`src/rtl/uart_sched_pkg.sv`:
```
// uart_sched_pkg: shared FSM state encoding and default FIFO depth for the UART TX scheduler.
package uart_sched_pkg;
    localparam int DEFAULT_DEPTH = 8;
    typedef enum logic [1:0] {IDLE, LAUNCH, WAIT_ACK, WAIT_DONE} state_e;
endpackage

```
`src/rtl/sync_fifo.sv`:
```
// sync_fifo: single-clock FIFO with occupancy count; storage is unreset, only pointers and count are.
module sync_fifo #(
    parameter int W     = 8,
    parameter int DEPTH = 8,
    localparam int AW   = $clog2(DEPTH)
) (
    input  logic         clk,
    input  logic         reset,
    input  logic         push_i,
    input  logic         pop_i,
    input  logic [W-1:0] wdata_i,
    output logic [W-1:0] rdata_o,
    output logic         full_o,
    output logic         empty_o,
    output logic [AW:0]  count_o
);
    logic [W-1:0]  mem_q [DEPTH];
    logic [AW-1:0] wr_ptr_q, wr_ptr_d, rd_ptr_q, rd_ptr_d;
    logic [AW:0]   count_q, count_d;
    logic          do_push, do_pop;
    assign full_o  = count_q == (AW+1)'(DEPTH);
    assign empty_o = count_q == '0;
    assign count_o = count_q;
    assign rdata_o = mem_q[rd_ptr_q];
    assign do_push = push_i & ~full_o;
    assign do_pop  = pop_i & ~empty_o;
    // DEPTH is a power of two, so plain pointer increment wraps at DEPTH-1 -> 0
    always_comb begin
        wr_ptr_d = do_push ? wr_ptr_q + AW'(1) : wr_ptr_q;
        rd_ptr_d = do_pop ? rd_ptr_q + AW'(1) : rd_ptr_q;
        count_d  = count_q + (AW+1)'(do_push) - (AW+1)'(do_pop);
    end
    always_ff @(posedge clk) begin
        if (do_push) mem_q[wr_ptr_q] <= wdata_i;
    end
    always_ff @(posedge clk or posedge reset) begin
        if (reset) begin
            wr_ptr_q <= '0;
            rd_ptr_q <= '0;
            count_q  <= '0;
        end else begin
            wr_ptr_q <= wr_ptr_d;
            rd_ptr_q <= rd_ptr_d;
            count_q  <= count_d;
        end
    end
endmodule

```
`src/rtl/uart_tx_scheduler.sv`:
```
// uart_tx_scheduler: buffers M-stage UART store bytes and launches them one at a time into the transmitter.
module uart_tx_scheduler
    import uart_sched_pkg::*;
#(
    parameter int DEPTH = DEFAULT_DEPTH
) (
    input  logic                     clk,
    input  logic                     reset,
    input  logic                     wr_valid,
    input  logic [7:0]               wr_data,
    output logic                     stall,
    output logic                     tx_start,
    output logic [7:0]               tx_data,
    input  logic                     tx_busy,
    output logic [$clog2(DEPTH):0]   count,
    output logic                     idle
);
    state_e     state_q, state_d;
    logic [7:0] tx_data_q, tx_data_d, head;
    logic       full, empty, push, pop;
    // A full FIFO refuses the store even if a pop happens this cycle
    assign stall    = wr_valid & full;
    assign push     = wr_valid & ~full;
    assign tx_start = state_q == LAUNCH;
    assign tx_data  = tx_data_q;
    assign idle     = empty & (state_q == IDLE);
    sync_fifo #(.W(8), .DEPTH(DEPTH)) u_fifo (
        .clk     (clk),
        .reset   (reset),
        .push_i  (push),
        .pop_i   (pop),
        .wdata_i (wr_data),
        .rdata_o (head),
        .full_o  (full),
        .empty_o (empty),
        .count_o (count)
    );
    always_comb begin
        state_d   = state_q;
        tx_data_d = tx_data_q;
        pop       = 1'b0;
        case (state_q)
            IDLE: if (!empty && !tx_busy) begin
                state_d   = LAUNCH;
                tx_data_d = head;
                pop       = 1'b1;
            end
            LAUNCH:    state_d = WAIT_ACK;
            WAIT_ACK:  state_d = tx_busy ? WAIT_DONE : WAIT_ACK;
            WAIT_DONE: state_d = tx_busy ? WAIT_DONE : IDLE;
            default:   state_d = IDLE;
        endcase
    end
    always_ff @(posedge clk or posedge reset) begin
        if (reset) begin
            state_q   <= IDLE;
            tx_data_q <= 8'h00;
        end else begin
            state_q   <= state_d;
            tx_data_q <= tx_data_d;
        end
    end
endmodule

```
`config.mk`:
```
export PLATFORM = sky130hd
export DESIGN_NAME = uart_tx_scheduler
export DESIGN_NICKNAME = d
export VERILOG_FILES = /design/src/rtl/uart_sched_pkg.sv /design/src/rtl/sync_fifo.sv /design/src/rtl/uart_tx_scheduler.sv
export SDC_FILE = /design/constraint.sdc
export NUM_CORES = 1
export LEC_CHECK = 0
export CAP_MARGIN = 25
export CORE_MARGIN = 2
export CORE_UTILIZATION = 35
export DETAILED_ROUTE_END_ITERATION = 12
export DONT_BUFFER_PORTS = 1
export GPL_TIMING_DRIVEN = 0
export RECOVER_POWER = 100
export SYNTH_ARGS = -nofsm -noshare
export SYNTH_HDL_FRONTEND = slang
export SYNTH_SLANG_ARGS = --single-unit
```
`constraint.sdc`:
```
create_clock -name clk -period 2.4 [get_ports clk]
set_input_delay 0.36 -clock clk [delete_from_list [all_inputs] [get_ports clk]]
set_output_delay 0.36 -clock clk [all_outputs]
set_load 0.03 [all_outputs]
```
==> flow_summary.yaml <==
run_status:
  outcome: "complete, no violations"
critical_path:
  critPathMaxStageDelay_ps: 510
  rrSetupSlack_ps: 60
  slowest_stage: "fa_2"
  crit_top_cell: "inv_1"
  crit_chain: "inv_2 > ha_1 > nor3b_2 > or2_4 > inv_1 > ha_2 > inv_1 > ha_2 > inv_1 > fa_2 > inv_1"
  crit_path_end_kind: "flip-flop"
  worstSetupStartpointType: "flip-flop"
  worstPathRequired_ps: 2660
  timing.rr.start: "u_fifo.count_o[2]$_DFF_PP0_"
  crit_fanout: 3
  reg2reg_depth: 11
  crit_type: "flip-flop to flip-flop"
  reg2reg_to: "u_fifo.count_o[1]$_DFF_PP0_"
  crit_arrival_ps: 2600
global_routing:
  grt_pass1_vias: 1880
  grt_overflow: 0
  grt.total_usage_pct: 13.8
  antenna_found_initial: 0
  grt_pass1_wl_mm: 10.8
  grt_max_degree: 21
placement:
  placed_area_sq_mm: 0.00367
  port-buffer-count: 0
  dp_hpwl_mm: 4.34
  dp.cells: 353
  gp_congestion: 0.701
  dp_slack_ps: -179
pwr:
  swShare_pct: 38.1
  p_sw_mw: 1.83
  p_seq_share_pct: 48.8
  max-vdd-ir-drop_mv: 0.363
  share_comb_of_total_power_pct: 31.7
  p_leak_nw: 1.43
  totalPowerFinal_mw: 4.80
  clockPowerShare_pct: 19.6
  p_int_mw: 2.97
  power_density_mw_per_mm2: 1230
final_layout:
  final_area_sq_mm: 0.00391
  final-instance-count-excl-fill: 374
  diodes: 0
  layout-drive-gt1-share_pct: 28.2
  final_cell_mix: "64 x edfxtp_1, 18 x mux2_2, 18 x dfrtp_1, 16 x mux2i_1, 11 x inv_1"
  regArea_sq_mm: 0.00242
  fillers: 939
  layout_commonest_cell: "edfxtp_1"
  nNetsFinal: 257
  multi_input_area_sq_mm: 0.00102
  area_growth_syn_to_layout_pct: 12.0
sta:
  layout_setup_ws_ps: 63.7
  setup_viol: 0
  worstMarginPinSlew_ps: 943
  finalCritPeriodShare_pct: 97.3
  slew_viol_final: 0
  slew_headroom_pct: 36.9
  worst_clock_skew_ps: 13.4
  rsz0062_at_grt: "yes"
  fmax_mhz: 428
  finalSetupTns_ps: 0
  hold_viol: 0
  period_needed_ps: 2340
yosys:
  synthFlopType: "edfxtp_1"
  yosysTopAreaCell: "edfxtp_1"
  ys_async_sr_fraction_pct: 23.8
  ys_top_cells_by_area: "edfxtp_1 55%, dfrtp_1 14%, mux2_2 5.8%"
  synth_cells: 220
  ys_warn_count: 0
  syn_area_per_cell_sq_um: 15.9
  synth_area_sq_mm: 0.00349
  synth-edff-count: 64
  synth-seq-cells: 84
  syn_nets: 241
  synth_top_area_share_pct: 55.1
  synth_seq_area_share_pct: 69.4
  synth_cell_type_count: 33
routing:
  drtPass1Iterations: 4
  drcViolationCount: 0
  wl_met2_mm: 3.54
  routed_wirelength_mm: 7.08
  viasPerCell: 4.90
  wl_per_cell_um: 18.9
  dr_wl_met3_um: 341
  routed.top_layer: "met4"
  antenna_left: 0
  met1_length_mm: 3.15
  via_count: 1831
  drtIter0Drc: 95
die:
  dieArea_sq_mm: 0.0108
  io-pin-count: 27
  core.rowCount: 36
  die_w_um: 104
  start_util_pct: 35.9
  die_h_um: 104
  core_area_sq_mm: 0.00973
cts:
  h-tree-depth: 3
  cts.path.max_buffers: 2
  cts_tree: "built"
  clock_latency_ps: 350
  clock-sinks: 84
  clock-root-buffer: "clkbuf_8"
  path_clk_slew_ps: 90
  cts_hold_buffers: 0
  numCtsBuffers: 9
worst_hold_path:
  hp-class: "primary input to async pin"
flow_run:
  cap_viol_max_count: 0
## what timing repair did
action,4_1_cts,5_1_grt
pin swaps,1,1
setup endpoints to repair,13,43
buffers inserted,2,4
resized for setup,6,7
## final cells by class
class	instances	area share [%]
inverter	12	1.15
buffer	7	0.832
tap	133	4.26
multi-input combinational	115	26.0
sequential	84	62.0
timing repair buffer	7	1.15
clock buffer	9	3.17
clock inverter	7	1.44
## registers in the layout, summed over array words and instances (netlist names)
signal / flops
state_q: 2
tx_data: 8
u_fifo.count_o: 4
u_fifo.mem_q: 64
u_fifo.rd_ptr_q: 3
u_fifo.wr_ptr_q: 3
## routing by layer
layer	vias to the layer above	track usage, %
li1	855	-
met5	-	0
met4	0	3.47
met2	37	22.6
met3	4	5.08
met1	935	17.5
## cell usage after synthesis (3+ instances only)
cell       n
a22o_1     8
buf_2      4
dfrtp_1   20
edfxtp_1  64
ha_1       8
inv_1     12
mux2_2    18
mux2i_1   16
nand2_1    5
nand2b_1   3
nor2_1     9
o21ai_0    8
o22ai_1    8
o31ai_2    6
xnor2_1    4
## worst max path at each step
stage | startpoint | to | slack [ps] | cells after the start
detailed placement | u_fifo.count_o[2]$_DFF_PP0_ | u_fifo.count_o[2]$_DFF_PP0_ | -180 | 12
global placement | u_fifo.count_o[2]$_DFF_PP0_ | u_fifo.mem_q[1][4]$_DFFE_PP_ | -420 | 5
finish | u_fifo.count_o[2]$_DFF_PP0_ | u_fifo.count_o[1]$_DFF_PP0_ | 60 | 11
global route | u_fifo.count_o[2]$_DFF_PP0_ | u_fifo.mem_q[3][0]$_DFFE_PP_ | -50 | 5
CTS | state_q[1]$_DFFE_PP0P_ | u_fifo.count_o[2]$_DFF_PP0_ | 20 | 10
floorplan | state_q[1]$_DFFE_PP0P_ | u_fifo.count_o[2]$_DFF_PP0_ | 20 | 11
## power groups by stage
stage / sequential [mW] / clock (mW) / combinational (mW)
floorplan: 2.29 / 0 / 1.13
global placement: 2.35 / 0 / 1.43
detailed placement: 2.37 / 0 / 1.46
CTS: 2.34 / 0.962 / 1.49
global route: 2.38 / 1.03 / 1.68
finish: 2.34 / 0.939 / 1.52
## critical path, delay by kind of cell (launching register included)
family	cells	cell delay [ps]
adder cells (fa/ha/maj)	4	1110
buffers and inverters	5	260
flip-flops	1	470
AND/OR/NAND/NOR	2	410
## stage by stage
step / hold slack (ps) / util, %
floorplan: 324 / -
global route: 56.8 / 40.2
finish: 48.4 / 40.2
CTS: 77.0 / 39.7
global placement: 459 / 37.6
detailed placement: 459 / 37.7
## logic make-up (layout without fill, tap and decap cells)
logic type                 count (synthesis)  in the layout  synth area share, %
buffers and inverters                     21             42                 2.83
DFF                                       84             84                 69.4
and+or+nand+nor                           31             31                 4.73
AOI/OAI and AO/OA                         35             35                 7.67
muxes                                     34             34                 10.4
xor gates and xnor gates                   6              6                 1.51
adders and majority gates                  9              9                 3.44
Power figures use the tool's default switching activity.
